===== config.mk =====
export PLATFORM = sky130hd
export DESIGN_NAME = gf2m8_arith_unit
export DESIGN_NICKNAME = d
export VERILOG_FILES = /design/src/rtl/gf2m8_arith_unit.sv
export SDC_FILE = /design/constraint.sdc
export NUM_CORES = 1
export LEC_CHECK = 0
export CAP_MARGIN = 10
export CELL_PAD_IN_SITES_DETAIL_PLACEMENT = 1
export CELL_PAD_IN_SITES_GLOBAL_PLACEMENT = 1
export CORE_AREA = 2 2 178 180
export CTS_CLUSTER_SIZE = 28
export DETAILED_ROUTE_END_ITERATION = 6
export DIE_AREA = 0 0 180 182
export HOLD_SLACK_MARGIN = 0.08
export PLACE_DENSITY = 0.7
export SLEW_MARGIN = 15
export SYNTH_ARGS = -nofsm -noshare
export SYNTH_HDL_FRONTEND = slang
export SYNTH_SLANG_ARGS = --single-unit

===== constraint.sdc =====
create_clock -name vclk -period 15.4
set_input_delay 2.31 -clock vclk [all_inputs]
set_output_delay 2.31 -clock vclk [all_outputs]
set_load 0.05 [all_outputs]

===== src/rtl/gf2m8_arith_unit.sv =====
// GF(2^8) arithmetic primitive (poly 0x11D): comb multiplier z=x*y, comb
// inverter b_inv=b^254 (0 for b=0), latch ICG gclk, and result regs q_z/q_inv.
// Ports: clk, rst (sync, active-high), ena (gate enable), x, y, b in;
//        z, b_inv, gclk, q_z, q_inv out.
module gf2m8_arith_unit (
  input  logic       clk,
  input  logic       rst,
  input  logic       ena,
  input  logic [7:0] x,
  input  logic [7:0] y,
  input  logic [7:0] b,
  output logic [7:0] z,
  output logic [7:0] b_inv,
  output logic       gclk,
  output logic [7:0] q_z,
  output logic [7:0] q_inv
);

  // Carry-less 15-bit product, then fold the high bits down with 0x11D.
  function automatic logic [7:0] gf_mul(
    input logic [7:0] a,
    input logic [7:0] c
  );
    logic [14:0] p;
    p = '0;
    for (int i = 0; i < 8; i++) begin
      if (c[i]) p = p ^ (15'(a) << i);
    end
    for (int i = 14; i >= 8; i--) begin
      if (p[i]) p = p ^ (15'h11D << (i - 8));
    end
    return p[7:0];
  endfunction

  // b^254 = b^2 * b^4 * ... * b^128; b=0 falls out as 0.
  function automatic logic [7:0] gf_inv(input logic [7:0] v);
    logic [7:0] sq;
    logic [7:0] acc;
    sq  = v;
    acc = 8'h01;
    for (int i = 1; i < 8; i++) begin
      sq  = gf_mul(sq, sq);
      acc = gf_mul(acc, sq);
    end
    return acc;
  endfunction

  logic       en_l;
  logic [7:0] q_z_q, q_z_d;
  logic [7:0] q_inv_q, q_inv_d;

  assign z     = gf_mul(x, y);
  assign b_inv = gf_inv(b);

  // Enable latch is transparent only while clk is low, so gclk
  // can never be chopped mid-pulse. rst forces the gate open.
  always_latch begin
    if (!clk) en_l <= ena | rst;
  end

  assign gclk = clk & en_l;

  always_comb begin
    q_z_d   = z;
    q_inv_d = b_inv;
  end

  always_ff @(posedge gclk) begin
    if (rst) begin
      q_z_q   <= 8'h00;
      q_inv_q <= 8'h00;
    end else begin
      q_z_q   <= q_z_d;
      q_inv_q <= q_inv_d;
    end
  end

  assign q_z   = q_z_q;
  assign q_inv = q_inv_q;

endmodule


# [Yosys cells after proc, flatten, opt, wreduce, memory -nomap -nowiden]
# Cells that the tools add are included.
[word_totals] reg_bits=16 latchBits=1 in_bits=27 output_inout_bits=33 elab_cells=441
[classes] mux=226 bitwise=212
[ops] operator="15-bit two-way mux" n=98
[ops] operator="4-bit inverter" n=104
[ops] operator="8-bit two-way mux" n=30
[ops] operator="15-bit by 10-bit bitwise XOR with 15-bit output" n=14
[ops] operator="15-bit by 11-bit bitwise XOR with 15-bit output" n=14
[ops] operator="15-bit by 12-bit bitwise XOR with 15-bit output" n=14
[ops] operator="15-bit by 13-bit bitwise XOR with 15-bit output" n=14
[ops] operator="15-bit by 14-bit bitwise XOR with 15-bit output" n=14
[ops] operator="15-bit bitwise XOR" n=14
[ops] operator="11-bit two-way mux" n=15
[ops] operator="10-bit two-way mux" n=15
[ops] operator="9-bit two-way mux" n=15
[ops] operator="8-bit by 9-bit bitwise XOR with 9-bit output" n=13
[ops] operator="7-bit two-way mux" n=16
[ops] operator="6-bit two-way mux" n=16
[ops] operator="5-bit two-way mux" n=16
[ops] operator="15-bit by 9-bit bitwise XOR with 15-bit output" n=1
[ops] operator="1-bit inverter, first input constant" n=7
[ops] operator="4-bit two-way mux" n=1
[ops] operator="1-bit inverter with 4-bit output" n=1
[ops] operator="3-bit two-way mux" n=1
[ops] operator="1-bit two-way mux" n=2
[ops] operator="2-bit two-way mux" n=1
[ops] operator="1-bit AND" n=1
[ops] operator="1-bit bitwise OR" n=1

# [Longest topological paths before layout]
[logic_depth] ltp_word=232 ltp_mapped=45

==> results.cfg <==
[global_routing]
grt.overflow.total = 0
pin_count_of_the_biggest_net_entering_global_routing = 59
grt_util_all_layers = 0.220
global_route_wire_length_before_repair_mm = 59.5
grt_antenna_before_repair = 0
first_global_vias = 10732

[final_layout]
area_delta_synth_final_pct = 34.3
layout.cells.most_common_list = sky130_fd_sc_hd__buf_4, sky130_fd_sc_hd__xnor2_1, sky130_fd_sc_hd__nand2_1
antenna-diode-count = 0
num-nets-final = 1645
nFillCells = 3724
area_used_by_multi_input_combinational_logic_um2 = 10500
final_layout_size_suffix_gt1_frac = 0.298
area.sequential_um2 = 335
final_common_cell = sky130_fd_sc_hd__buf_4

[worst_hold_path]
worstHoldPathType = in2out
holdPathStages = 7

[route]
route.detailed.drc = 0
num_vias = 11016
drt_pass1_iterations = 5
first_iter_violations = 699
wl_per_cell_um = 19.7
postRouteAntennaNets = 0
detail_route.wirelength_mm = 39.8
drt-vias-per-instance = 5.46

[floorplanning]
core-area_um2 = 31000
die_area_um2 = 32800
die_height_um = 182
rows = 65
initial_utilization = 0.342
io-pin-count = 60
die_width_um = 180

[sta]
finalHoldViolCount = 0
count_of_unclocked_register_or_latch_pins = 17
tightest_slew_margin_relative_to_the_limit = 0.215
layout_setup_ws_ns = 0.156
worst-slew-pin-transition_ns = 1.17
setup_viol = 0
finalMaxSlewViolations = 0
unconstrained_endpoints = 33
clock.fmax_mhz = 65.6
period_needed_ns = 15.24
final_min_period_over_clock_period = 0.990

[logic_synthesis]
synth.yosys.warnings = 0
synth_edf_count = 0
postSynth.asyncResetShare = 0
dominantRegCellSynth = sky130_fd_sc_hd__dfxtp_1
netlist-cell-type-count = 92
mean_cell_area_of_the_mapped_netlist_um2 = 7.62
synthesis.nets = 1419
ys_ff_latch = 17
synth_top_cell_area_share = 0.215
mappedNetlistArea_um2 = 10600
yosys-top-cells-area = sky130_fd_sc_hd__xnor2_1, sky130_fd_sc_hd__xnor3_1, sky130_fd_sc_hd__nand2_1, sky130_fd_sc_hd__nor2_1, sky130_fd_sc_hd__xor2_1
post-synth-top-area-cell = sky130_fd_sc_hd__xnor2_1
synth_cells = 1391

[worst_setup_path]
critical_path.max_fanout = 5
end_kind = output pin
crit_path_top_delay_cell = sky130_fd_sc_hd__xnor3_2
cp.required_ns = 13.09
critical_path_arrival_ns = 12.93
worstSetupPathType = in2out
start_kind = input pin
slowest_delay_ns = 0.50
cpMostUsedCell = sky130_fd_sc_hd__xnor3_2

[status]
outcome = finished clean

[flow_run]
maxCapViolations = 0

[placed_design]
dp_hpwl_mm = 28.2
post-place-ws_ns = -0.351
portBuffers = 60
global_placement_routability_congestion = 0.872

[clock_network]
postCtsHoldBufs = 0
==> final timing paths <==
path              from        to  slack (ns)
setup / recovery  b[6]  b_inv[4]        0.16
hold / removal    b[7]  b_inv[7]        5.78
==> timing repair <==
action,CTS,global route
endpoints found under the hold margin,0,0
endpoints found under the setup margin,8,8
setup buffers,7,56
gates cloned,0,3
pin swaps,20,71
gates resized for setup,20,150
==> kinds of logic (layout without fill, tap and decap cells) <==
kind of cell / after synthesis / count (layout) / share of synthesized area
DFF: 16 / 16 / 0.0302
AOI/OAI and AO/OA: 231 / 231 / 0.161
muxes: 23 / 23 / 0.0224
latches: 1 / 1 / 0.00142
xor gates and xnor gates: 452 / 453 / 0.503
adders and majority gates: 2 / 2 / 0.00212
and+or+nand+nor: 550 / 550 / 0.225
buffers and inverters: 116 / 339 / 0.0554
==> state kept, by name (all words and copies together) (netlist names) <==
name   count
q_z        8
q_inv      8
en_l       1
==> cell type report <==
| class | instances | area share |
|---|---|---|
| Tap cell | 402 | 0.0353 |
| Sequential cell | 17 | 0.0235 |
| Inverter | 12 | 0.00316 |
| Timing Repair Buffer | 327 | 0.200 |
| Multi-Input combinational cell | 1259 | 0.738 |
==> worst max-delay path, delay by kind of cell <==
family,cells,cell delay [ns]
AO/OA/AOI/OAI,1,0.30
adder cells (fa/ha/maj),1,0.33
buffers and inverters,11,1.64
XOR/XNOR,25,7.83
AND/OR/NAND/NOR,6,0.51
==> metrics by stage <==
stage               TNS [ns]  area, um^2  hold WS (ns)  std cells   util
CTS                        0       13000          5.85       1959  0.419
detailed placement     -2.00       12800          5.84       1952  0.415
floorplan             -0.283       10600          5.02       1391      -
global route           -1.01       14200          5.84       2017  0.460
global placement      -0.278       12800          5.82       1952  0.415
finish                     0       14200          5.78       2017  0.460
==> synthesized netlist by cell type, types with 7 or more instances <==
master and n:
sky130_fd_sc_hd__a21oi_1 35, sky130_fd_sc_hd__nand2_1 208, sky130_fd_sc_hd__buf_2 25, sky130_fd_sc_hd__clkbuf_1 56, sky130_fd_sc_hd__and3_1 7, sky130_fd_sc_hd__inv_1 8, sky130_fd_sc_hd__o32ai_1 7, sky130_fd_sc_hd__xor2_1 81
sky130_fd_sc_hd__buf_6 10, sky130_fd_sc_hd__o211a_1 8, sky130_fd_sc_hd__buf_4 9, sky130_fd_sc_hd__mux2i_1 17, sky130_fd_sc_hd__xor3_1 12, sky130_fd_sc_hd__and2_1 7, sky130_fd_sc_hd__or3_1 11, sky130_fd_sc_hd__a211oi_1 11
sky130_fd_sc_hd__o21ai_0 36, sky130_fd_sc_hd__o2bb2ai_1 7, sky130_fd_sc_hd__xnor3_2 10, sky130_fd_sc_hd__xnor2_2 23, sky130_fd_sc_hd__xnor2_1 260, sky130_fd_sc_hd__a31oi_1 10, sky130_fd_sc_hd__nand2b_1 11, sky130_fd_sc_hd__xor2_2 9
sky130_fd_sc_hd__nor2b_1 28, sky130_fd_sc_hd__a21o_1 8, sky130_fd_sc_hd__nor3_1 28, sky130_fd_sc_hd__o211ai_1 11, sky130_fd_sc_hd__a22oi_1 8, sky130_fd_sc_hd__o22ai_1 12, sky130_fd_sc_hd__nand3_1 23, sky130_fd_sc_hd__nor2_1 201
sky130_fd_sc_hd__xnor3_1 52, sky130_fd_sc_hd__dfxtp_1 16, sky130_fd_sc_hd__o221ai_1 7
==> per-layer routing <==
layer | vias up | global-route usage | routed length (um)
met5 | - | 0 | 0
met4 | 0 | 0.0231 | 548
met3 | 43 | 0.00802 | 1650
met2 | 308 | 0.389 | 19800
met1 | 5527 | 0.308 | 17800
li1 | 5138 | - | -
Power is not shown: default switching activity piles up to over one toggle a cycle in this logic, so the estimate is an artifact.
